**config.mk**
```make
export PLATFORM = sky130hd
export DESIGN_NAME = axis_box_filter_stream
export DESIGN_NICKNAME = d
export VERILOG_FILES = /design/src/rtl/axis_box_filter_stream.sv
export SDC_FILE = /design/constraint.sdc
export NUM_CORES = 1
export LEC_CHECK = 0
export CORE_MARGIN = 2
export CORE_UTILIZATION = 30
export CTS_BUF_LIST = sky130_fd_sc_hd__clkbuf_8
export DETAILED_ROUTE_END_ITERATION = 10
export GPL_TIMING_DRIVEN = 0
export PLACE_DENSITY = 0.45
export SKIP_LAST_GASP = 1
export SYNTH_ARGS = -nofsm -noshare
export SYNTH_HDL_FRONTEND = slang
export SYNTH_SLANG_ARGS = --single-unit
```
**constraint.sdc**
```tcl
create_clock -name clk -period 18.1 [get_ports clk]
set_clock_uncertainty 0.15 [all_clocks]
set_input_delay 1.81 -clock clk [delete_from_list [all_inputs] [get_ports clk]]
set_output_delay 1.81 -clock clk [all_outputs]
set_load 0.1 [all_outputs]
```
**src/rtl/axis_box_filter_stream.sv**
```systemverilog
// axis_box_filter_stream: streaming KxK box (mean) filter over a raster-order
// AXI-Stream image. The window is causal and anchored at its bottom-right
// corner. Three register stages are followed by a 2-entry skid FIFO.
module axis_box_filter_stream #(
    parameter int R_I         = 5,
    parameter int C_I         = 5,
    parameter int W_I         = 8,
    parameter int K           = 3,
    parameter int BORDER_MODE = 0,
    parameter int ROUND       = 0
) (
    input  logic           clk,
    input  logic           rstn,
    output logic           s_axis_box_ready,
    input  logic           s_axis_box_valid,
    input  logic [W_I-1:0] s_axis_box_data,
    input  logic           s_axis_box_user,
    input  logic           s_axis_box_last,
    input  logic           m_axis_box_ready,
    output logic           m_axis_box_valid,
    output logic [W_I-1:0] m_axis_box_data,
    output logic           m_axis_box_user,
    output logic           m_axis_box_last
);
    localparam int KK = K * K;
    localparam int SW = W_I + $clog2(KK);
    localparam int RW = $clog2(R_I);
    localparam int CW = $clog2(C_I);

    typedef struct packed {
        logic           user;
        logic           last;
        logic [W_I-1:0] data;
    } beat_t;

    // Position is regenerated from the counters, so the incoming last flag has no role.
    logic unused_last;
    assign unused_last = s_axis_box_last;

    // Handshake / flow control
    logic          s_ready_q, s_ready_d;
    logic          s_fire, adv, push, pop;
    logic [1:0]    cnt_q, cnt_d;
    logic          wr_ptr_q, rd_ptr_q;
    beat_t         fifo_q [2];
    beat_t         head;

    // Stage 1: position, line buffers, window
    logic [RW-1:0] row_q, row_d, row_eff;
    logic [CW-1:0] col_q, col_d, col_eff;
    logic [W_I-1:0] lb_q    [K-1][C_I];
    logic [W_I-1:0] win_q   [K][K];
    logic [W_I-1:0] new_col [K];
    logic           s1_valid_q, s1_user_q, s1_last_q, s1_border_q;
    logic [W_I-1:0] s1_raw_q;

    // Stage 2: column sums
    logic [SW-1:0]  colsum_d [K];
    logic [SW-1:0]  colsum_q [K];
    logic           s2_valid_q, s2_user_q, s2_last_q, s2_border_q;
    logic [W_I-1:0] s2_raw_q;

    // Stage 3: total, divide, border select
    logic [SW-1:0]  total;
    logic [W_I-1:0] avg, s3_data_d;
    logic           s3_valid_q, s3_user_q, s3_last_q;
    logic [W_I-1:0] s3_data_q;

    assign s_axis_box_ready = s_ready_q;
    // A registered ready of 1 implies cnt_q < 2, hence adv is 1 in the same cycle.
    assign s_fire           = s_axis_box_valid && s_ready_q;

    // Skid FIFO bookkeeping: the pipeline moves only when the FIFO can take a beat.
    always_comb begin
        adv   = (cnt_q != 2'd2) || m_axis_box_ready;
        push  = adv && s3_valid_q;
        pop   = (cnt_q != 2'd0) && m_axis_box_ready;
        cnt_d = cnt_q;
        if (push && !pop) begin
            cnt_d = cnt_q + 2'd1;
        end else if (pop && !push) begin
            cnt_d = cnt_q - 2'd1;
        end
        s_ready_d = (cnt_d != 2'd2);
    end

    // Input position with start-of-frame resync, wrapping column then row.
    always_comb begin
        row_eff = s_axis_box_user ? '0 : row_q;
        col_eff = s_axis_box_user ? '0 : col_q;
        row_d   = row_q;
        col_d   = col_q;
        if (s_fire) begin
            if (col_eff == CW'(C_I - 1)) begin
                col_d = '0;
                row_d = (row_eff == RW'(R_I - 1)) ? '0 : row_eff + RW'(1);
            end else begin
                col_d = col_eff + CW'(1);
                row_d = row_eff;
            end
        end
    end

    // Column entering the window: current pixel on top, older rows from the line buffers.
    always_comb begin
        new_col[0] = s_axis_box_data;
        for (int j = 1; j < K; j++) begin
            new_col[j] = lb_q[j-1][col_eff];
        end
    end

    // Line buffers and window shift on every accepted beat; contents need no reset.
    always_ff @(posedge clk) begin
        if (s_fire) begin
            for (int j = 0; j < K - 1; j++) begin
                lb_q[j][col_eff] <= new_col[j];
            end
            for (int i = 0; i < K; i++) begin
                for (int k = 0; k < K - 1; k++) begin
                    win_q[i][k] <= win_q[i][k+1];
                end
                win_q[i][K-1] <= new_col[i];
            end
        end
    end

    // Stage 1 control: counters and per-beat sideband.
    always_ff @(posedge clk or negedge rstn) begin
        if (!rstn) begin
            row_q       <= '0;
            col_q       <= '0;
            s1_valid_q  <= 1'b0;
            s1_user_q   <= 1'b0;
            s1_last_q   <= 1'b0;
            s1_border_q <= 1'b0;
            s1_raw_q    <= '0;
        end else begin
            row_q <= row_d;
            col_q <= col_d;
            if (adv) begin
                s1_valid_q <= s_fire;
                if (s_fire) begin
                    s1_user_q   <= s_axis_box_user;
                    s1_last_q   <= (col_eff == CW'(C_I - 1));
                    s1_border_q <= (row_eff < RW'(K - 1)) || (col_eff < CW'(K - 1));
                    s1_raw_q    <= s_axis_box_data;
                end
            end
        end
    end

    // Vertical sums of each window column.
    always_comb begin
        for (int k = 0; k < K; k++) begin
            colsum_d[k] = '0;
            for (int i = 0; i < K; i++) begin
                colsum_d[k] = colsum_d[k] + SW'(win_q[i][k]);
            end
        end
    end

    // Stage 2 register.
    always_ff @(posedge clk or negedge rstn) begin
        if (!rstn) begin
            s2_valid_q  <= 1'b0;
            s2_user_q   <= 1'b0;
            s2_last_q   <= 1'b0;
            s2_border_q <= 1'b0;
            s2_raw_q    <= '0;
            for (int k = 0; k < K; k++) begin
                colsum_q[k] <= '0;
            end
        end else if (adv) begin
            s2_valid_q  <= s1_valid_q;
            s2_user_q   <= s1_user_q;
            s2_last_q   <= s1_last_q;
            s2_border_q <= s1_border_q;
            s2_raw_q    <= s1_raw_q;
            for (int k = 0; k < K; k++) begin
                colsum_q[k] <= colsum_d[k];
            end
        end
    end

    // Window total, optional half-up rounding offset, constant divide, border select.
    always_comb begin
        total = SW'((ROUND != 0) ? (KK / 2) : 0);
        for (int k = 0; k < K; k++) begin
            total = total + colsum_q[k];
        end
        avg = W_I'(total / SW'(KK));
        if (!s2_border_q) begin
            s3_data_d = avg;
        end else if (BORDER_MODE != 0) begin
            s3_data_d = s2_raw_q;
        end else begin
            s3_data_d = '0;
        end
    end

    // Stage 3 register.
    always_ff @(posedge clk or negedge rstn) begin
        if (!rstn) begin
            s3_valid_q <= 1'b0;
            s3_user_q  <= 1'b0;
            s3_last_q  <= 1'b0;
            s3_data_q  <= '0;
        end else if (adv) begin
            s3_valid_q <= s2_valid_q;
            s3_user_q  <= s2_user_q;
            s3_last_q  <= s2_last_q;
            s3_data_q  <= s3_data_d;
        end
    end

    // Skid FIFO storage, pointers, occupancy and the registered input ready.
    always_ff @(posedge clk or negedge rstn) begin
        if (!rstn) begin
            cnt_q     <= 2'd0;
            wr_ptr_q  <= 1'b0;
            rd_ptr_q  <= 1'b0;
            s_ready_q <= 1'b1;
            fifo_q[0] <= '0;
            fifo_q[1] <= '0;
        end else begin
            cnt_q     <= cnt_d;
            s_ready_q <= s_ready_d;
            if (push) begin
                fifo_q[wr_ptr_q] <= '{user: s3_user_q, last: s3_last_q, data: s3_data_q};
                wr_ptr_q         <= ~wr_ptr_q;
            end
            if (pop) begin
                rd_ptr_q <= ~rd_ptr_q;
            end
        end
    end

    assign head             = fifo_q[rd_ptr_q];
    assign m_axis_box_valid = (cnt_q != 2'd0);
    assign m_axis_box_data  = head.data;
    assign m_axis_box_user  = head.user;
    assign m_axis_box_last  = head.last;

endmodule

```
==> results of run 1 <==
## sequential cells by signal (all words and copies together), names as in the netlist, 2 cells and up
| name | flops |
|---|---|
| win_q | 72 |
| colsum_q | 30 |
| fifo_q | 20 |
| col_q | 3 |
| row_q | 3 |
| s3_data_q | 8 |
| lb_q | 80 |
| cnt_q | 2 |
## layout by cell type (no fill, tap or decap), types with 4 or more instances in the layout
cell type	instances
nor2_1	57
mux2i_1	17
xnor2_1	20
clkinv_1	8
and3_1	6
a21oi_2	4
nor3_1	9
mux2_2	33
a31oi_1	9
nand2_1	104
dfrtp_1	79
clkdlybuf4s50_1	23
edfxtp_1	152
buf_6	11
o22ai_1	5
o211a_1	5
a21o_1	8
clkbuf_1	17
ha_1	38
nor3_2	6
o31ai_1	8
and2_1	4
o211ai_1	5
inv_1	69
nand3_1	14
nand2b_1	13
xor2_1	10
fa_1	38
o21ai_0	55
or3_1	7
a22o_1	6
a21oi_1	83
nand4_1	7
clkbuf_8	46
a211oi_1	9
## metrics by stage
stage                     setup slack, ns  std cells  hold WS [ns]
after CTS                           11.17       1605         0.304
after detailed placement            11.21       1537         0.290
final                               11.17       1605         0.299
after global placement              11.16       1530         0.286
after floorplan                     12.22        981         0.276
after global routing                10.45       1605         0.326
## cells by family (layout without fill, tap and decap cells)
family / Yosys count / after routing / synth area share, %
and+or+nand+nor: 251 / 251 / 10.1
AOI/OAI and AO/OA: 243 / 243 / 13.6
DFF: 232 / 232 / 54.7
buffers and inverters: 93 / 192 / 3.91
adders and majority gates: 78 / 78 / 10.5
muxes: 52 / 52 / 4.81
xor gates and xnor gates: 32 / 32 / 2.46
## routing by layer
metal	vias up	part of all wire, %	GRT usage [%]
li1	3710	-	-
met1	3630	47	16.8
met2	112	48	20.6
met3	42	3.2	2.10
met4	0	2.3	4.19
met5	-	0	0
## area by class of cell
class / count / area [µm²]
Buffer: 36 / 255
Clock buffer: 43 / 592
Clock inverter: 25 / 103
Tap cell: 525 / 657
Fill cell: 3993 / 25900
Inverter: 57 / 216
Timing Repair Buffer: 31 / 353
Sequential cell: 232 / 6570
Multi-Input combinational cell: 656 / 5000
## worst max path at each step
stage	endpoint	slack, ns	depth (start not counted)
after CTS	s3_data_q[0]$_DFFE_PN0N_	11.17	27
after detailed placement	s3_data_q[0]$_DFFE_PN0N_	11.21	27
after global routing	s3_data_q[0]$_DFFE_PN0N_	10.45	27
after global placement	s3_data_q[0]$_DFFE_PN0N_	11.16	27
final	s3_data_q[0]$_DFFE_PN0N_	11.17	27
after floorplan	s3_data_q[0]$_DFFE_PN0N_	12.22	27
==> qor.yml, run 1 <==
drt_wl_total_um: 24900
die_w_um: 204
fp.dieArea_um2: 41700
cp-startpoint: "colsum_q[13]$_DFFE_PN0N_"
min_period_ns: 6.93
postPlaceCellArea_um2: 13100
antenna_found_initial: 0
avgRoutedWirePerCell_um: 15.5
setup_viol: 0
maxSlewHeadroom_pct: 35.5
tightest_slew_ns: 0.964
place.gp.congestion: 0.810
crit_top_cell: "inv_1"
area_growth_syn_to_layout_pct: 14.4
h-tree-depth: 2
required_ns: 18.40
hold_viol: 0
cts_resized: 0
netlist_area_um2: 12000
fin_nets: 1144
cts.sinks: 232
grt_pass1_vias: 7816
via_count: 7494
hpwl_um: 18000
status: "finished clean"
die_y_um: 204
rsz0062_at_grt: "false"
synth_cell_types: 99
drc: 0
yosysWarnings: 0
finalSetupTns_ns: 0
worstHoldEndpoint: "win_q[2][8]$_DFFE_PP_"
whs_path_depth: 0
design_area_um2: 13700
start_kind: "flop"
timing.rr.end: "s3_data_q[0]$_DFFE_PN0N_"
clockBufferDepth: 3
drt-initial-drc-count: 343
synth_common_cells: "edfxtp_1, nand2_1, a21oi_1"
yosysMostFrequentCell: "edfxtp_1"
crit_arrival_ns: 7.24
synth.area.top_cells: "edfxtp_1, dfrtp_1, fa_1"
slowest_delay_ns: 0.53
ys_ff_latch: 232
synthFlopType: "edfxtp_1"
seq_area_frac_synth_pct: 54.7
max-cap-violations: 0
path_clk_slew_ns: 0.06
drive_above_1_share_pct: 14.4
post-route-util_pct: 34.7
root_buffer: "clkbuf_8"
synth_cells: 981
grt_pass1_wl_um: 41600
grt_overflow: 0
cp_max_fo: 5
path_buf_inv: 4
insertedDiodeCount: 0
initial_core_util_pct: 30.3
avgSynthCellArea_um2: 12.2
ff2ff_setup_slack_ns: 11.17
crit_slowest_cell: "o31ai_1"
fmax_ghz: 0.144
path_class: "reg -> reg"
vias_per_cell: 4.67
grt_start_max_net_pins: 76
first_pass_iters: 5
cp-end-kind: "flop"
timing.rr.start: "colsum_q[13]$_DFFE_PN0N_"
worstRegToRegCells: 27
synth_area_leader_cell: "edfxtp_1"
row_count: 73
io_buffers: 24
cts_hold_buf: 0
synth_edf_count: 152
cts_tree: "built"
numCtsBuffers: 40
cp_top_family: "compound AO/OA/AOI/OAI gates"
syn_nets: 1071
fin_crit_sh_pct: 38.3
post-cts-setup-buffers: 0
hp-start: "win_q[2][0]$_DFFE_PP_"
num_io_pins: 26
min_path_type: "reg -> reg"
ant_nets: 0
grt_use_total_pct: 12.5
core_area_um2: 39600
ys_async_sr_fraction_pct: 34.5
final_max_slew_viol_count: 0
netlist.area_leader.share_pct: 38.0
clkLatencyLatePin_ns: 0.54
Power of run 1 is left out: the tool's default activity adds up to more than one toggle a clock period on the data nets, which glitch-free logic cannot reach.
==> inputs of run 2 (changes only) <==
==> constraint.sdc (replaced) <==
create_clock -name clk -period 6.9 [get_ports clk]
set_clock_uncertainty 0.15 [all_clocks]
set_input_delay 0.69 -clock clk [delete_from_list [all_inputs] [get_ports clk]]
set_output_delay 0.69 -clock clk [all_outputs]
set_load 0.1 [all_outputs]
==> run 2 against run 1 <==
Net effect: sequential share of layout area decreased by 0.41 points; largest cell class unchanged; clock-buffer cell count unchanged; final cell count increased by 0.37%; utilization increased by 0.30 points.
==> qor.yml, run 2 (synthesis gave the netlist of run 1 again) <==
numCtsBuffers: 40
grt_pass1_wl_um: 41600
clockBufferDepth: 3
max-cap-violations: 0
crit_slowest_cell: "fa_1"
num_io_pins: 26
root_buffer: "clkbuf_8"
final_common_cell: "edfxtp_1"
post-route-util_pct: 35.0
instances_no_fill: 1611
place.gp.congestion: 0.810
path_class: "reg -> reg"
drt_wl_total_um: 25100
setup_viol: 0
fp.dieArea_um2: 41700
met1Wirelength_um: 11800
grt_pass1_vias: 7823
hold_viol: 0
dr_wl_met2_um: 11900
cts_tree: "built"
h-tree-depth: 2
clkLatencyLatePin_ns: 0.54
die_y_um: 204
status: "finished clean"
ant_nets: 0
drc: 0
maxSlewHeadroom_pct: 35.5
crit_arrival_ns: 6.74
required_ns: 7.20
insertedDiodeCount: 0
fin_crit_sh_pct: 93.3
area_growth_syn_to_layout_pct: 15.4
row_count: 73
grt_overflow: 0
core_area_um2: 39600
reg_top3: "lb_q x80, win_q x72, colsum_q x30"
grt_start_max_net_pins: 76
start_kind: "flop"
fmax_ghz: 0.155
fin_nets: 1150
crit_top_cell: "inv_1"
vias_per_cell: 4.69
slowest_delay_ns: 0.43
antenna_found_initial: 0
via_count: 7561
initial_core_util_pct: 30.3
placed_cells: 1537
tightest_slew_ns: 0.964
grt_use_total_pct: 12.5
min_path_type: "reg -> reg"
cp-end-kind: "flop"
regMostFlops: "lb_q"
die_w_um: 204
path_clk_slew_ns: 0.06
layout_common_cells: "edfxtp_1, nand2_1, a21oi_1"
hpwl_um: 18000
largest_reg_flops: 80
min_period_ns: 6.44
drt-initial-drc-count: 395
final_max_slew_viol_count: 0
cts.sinks: 232
avgRoutedWirePerCell_um: 15.6
met3RoutedLength_um: 826
drive_above_1_share_pct: 15.7
cp_max_fo: 10
first_pass_iters: 5
top_layer: "met4"
io_buffers: 24
## run 2: cell count changes in the layout (fill, tap and decap cells not counted), sizes merged
cell	change
buf	+5
dlygate4sd3	+1
## run 2: layout make-up
class	instances	area [µm²]
well taps	525	657
multi-input cells	656	5070
clock buffers	43	592
fillers	3989	25800
clock inverters	25	103
repair buffers	37	400
plain buffers	36	255
inverters	57	216
flip-flops and latches	232	6570
## run 2: worst paths after layout
check / startpoint / end / slack (ns) / cells after the start
max in group asynchronous: rstn / s_axis_box_ready$_DFF_PN1_ / 5.53 / 3
setup reg to reg: colsum_q[13]$_DFFE_PN0N_ / s3_data_q[0]$_DFFE_PN0N_ / 0.46 / 28
hold / removal: win_q[2][0]$_DFFE_PP_ / win_q[2][8]$_DFFE_PP_ / 0.30 / 0
min in group asynchronous: rstn / colsum_q[32]$_DFFE_PN0N_ / 0.43 / 2
hold reg to reg: win_q[2][0]$_DFFE_PP_ / win_q[2][8]$_DFFE_PP_ / 0.30 / 0
setup / recovery: colsum_q[13]$_DFFE_PN0N_ / s3_data_q[0]$_DFFE_PN0N_ / 0.46 / 28
## run 2: metrics by stage
stage	setup slack [ns]	cell area (µm²)	hold slack (ns)	setup TNS (ns)
finish	0.461	13900	0.300	0
global route	-0.0211	13900	0.326	-0.0211
CTS	0.0582	13800	0.304	0
detailed placement	0.00623	13100	0.290	0
global placement	-0.0403	12900	0.286	-0.0410
floorplan	1.02	12000	0.244	0
## run 2: timing repair
| action | in CTS | in global routing |
|---|---|---|
| endpoints found under the setup margin | 1 | 2 |
| hold buffers | 1 | 0 |
| gates resized for setup | 0 | 13 |
| setup buffers | 2 | 3 |
| pin swaps | 1 | 2 |
| hold endpoints to repair | 13 | 0 |
## run 2: layer usage
metal / vias to the layer above / global-route usage (%)
met5: - / 0
met4: 0 / 4.19
met3: 45 / 2.10
met2: 123 / 20.6
met1: 3673 / 16.8
li1: 3720 / -
## run 2: critical path: cells and delay by family (launching register included)
family	cells	cell delay, ns
xor gates and xnor gates	1	0.15
adders and majority gates	4	1.26
DFF	1	0.36
muxes	1	0.25
buffers and inverters	5	0.57
AOI/OAI and AO/OA	10	2.16
and+or+nand+nor	7	1.46
Power of run 2 is left out for the same reason.
==> inputs of run 3 (changes only) <==
--- a/config.mk
+++ b/config.mk
@@ -5,7 +5,7 @@
 export SDC_FILE = /design/constraint.sdc
 export NUM_CORES = 1
 export LEC_CHECK = 0
-export CORE_MARGIN = 2
+export CORE_MARGIN = 3
 export CORE_UTILIZATION = 30
 export CTS_BUF_LIST = sky130_fd_sc_hd__clkbuf_8
 export DETAILED_ROUTE_END_ITERATION = 10
==> run 3 against run 2 <==
Net effect: final area grew 0.71%; sequential share of layout area decreased by 0.34 points; first-iteration DRC count fell by 18%; clock-buffer cell count up 2; register-to-register slack about the same; maximum frequency up 0.13%; global-route usage decreased by 0.36 points; utilization grew 0.74 points; non-clock buffer count fell by 2; sequential cell count unchanged; largest cell class unchanged; via count decreased by 1.2%; routed wire length is essentially flat.
==> qor.yml, run 3 (synthesis gave the netlist of run 1 again) <==
clockBufferDepth: 3
path_buf_inv: 5
cts_tree: "built"
rsz0062_at_grt: "false"
path_class: "reg -> reg"
n_fill_cell: 3955
final_common_cell: "edfxtp_1"
fp.dieArea_um2: 42500
cp_top_family: "compound AO/OA/AOI/OAI gates"
reg_top3: "lb_q x80, win_q x72, colsum_q x30"
top_layer: "met4"
setup_viol: 0
post-route-util_pct: 35.7
area_growth_syn_to_layout_pct: 16.2
hpwl_um: 18200
grt_start_max_net_pins: 68
first_pass_iters: 4
regMostFlops: "lb_q"
crit_cells: 27
drive_above_1_share_pct: 15.9
hold_viol: 0
die_y_um: 206
antenna_found_initial: 0
insertedDiodeCount: 0
design_area_um2: 14000
clkLatencyLatePin_ns: 0.55
h-tree-depth: 2
initial_core_util_pct: 30.7
numCtsBuffers: 40
core_area_um2: 39100
die_w_um: 206
cts.sinks: 232
root_buffer: "clkbuf_8"
min_path_type: "reg -> reg"
met3RoutedLength_um: 794
crit_arrival_ns: 6.73
crit_slowest_cell: "or3_1"
path_clk_slew_ns: 0.06
ant_nets: 0
largest_reg_flops: 80
grt_pass1_vias: 7747
fin_crit_sh_pct: 93.2
num_io_pins: 26
layout_common_cells: "edfxtp_1, nand2_1, a21oi_1"
postPlaceCellArea_um2: 13000
required_ns: 7.20
slowest_delay_ns: 0.44
maxSlewHeadroom_pct: 34.7
place.gp.congestion: 0.780
worstRegToRegCells: 27
max-cap-violations: 0
drc: 0
crit_top_cell: "inv_1"
fin_nets: 1148
vias_per_cell: 4.66
row_count: 72
via_count: 7474
drt-initial-drc-count: 324
cp-end-kind: "flop"
grt_use_total_pct: 12.2
min_period_ns: 6.43
grt_overflow: 0
fmax_ghz: 0.156
final_max_slew_viol_count: 0
drt_wl_total_um: 25100
io_buffers: 24
dr_wl_met2_um: 12000
start_kind: "flop"
whs_path_depth: 0
avgRoutedWirePerCell_um: 15.7
grt_pass1_wl_um: 41400
finalSetupTns_ns: 0
tightest_slew_ns: 0.976
status: "finished clean"
met1Wirelength_um: 11800
cp_max_fo: 10
==> run 3: path summary, 6_finish.rpt <==
check | startpoint | end | slack, ns
setup / recovery | colsum_q[13]$_DFFE_PN0N_ | s3_data_q[0]$_DFFE_PN0N_ | 0.47
hold / removal | win_q[2][0]$_DFFE_PP_ | win_q[2][8]$_DFFE_PP_ | 0.30
setup reg to reg | colsum_q[13]$_DFFE_PN0N_ | s3_data_q[0]$_DFFE_PN0N_ | 0.47
hold reg to reg | win_q[2][0]$_DFFE_PP_ | win_q[2][8]$_DFFE_PP_ | 0.30
max in group asynchronous | rstn | s_axis_box_ready$_DFF_PN1_ | 5.54
min in group asynchronous | rstn | colsum_q[32]$_DFFE_PN0N_ | 0.41
==> run 3: metrics by stage <==
| stage | worst slack, ns | hold WS (ns) | instances |
|---|---|---|---|
| after floorplan | 1.02 | 0.244 | 981 |
| after global placement | -0.0337 | 0.284 | 1523 |
| after detailed placement | 0.0324 | 0.288 | 1530 |
| after CTS | 0.163 | 0.305 | 1601 |
| after global routing | 0.00111 | 0.326 | 1604 |
| final | 0.469 | 0.303 | 1604 |
==> run 3: cell type report <==
type	count	area, µm²	area share [%]
Sequential cell	232	6570	47.0
Multi-Input combinational cell	656	5120	36.7
Tap cell	518	648	4.64
Clock buffer	45	619	4.44
Timing Repair Buffer	35	374	2.68
Buffer	36	255	1.83
Inverter	57	216	1.55
Clock inverter	25	165	1.18
==> run 3: routing by layer <==
metal,vias up,GRT usage (%)
li1,3727,-
met1,3608,16.2
met2,93,20.4
met3,46,2.22
met4,0,3.44
met5,-,0
==> run 3: repair_timing <==
item / 4_1_cts / 5_1_grt
endpoints found under the setup margin: 1 / 2
buffers inserted: 0 / 3
endpoints found under the hold margin: 13 / 0
hold buffers: 1 / 0
gates resized for setup: 1 / 17
pin swaps: 0 / 3
Power of run 3 is left out for the same reason.
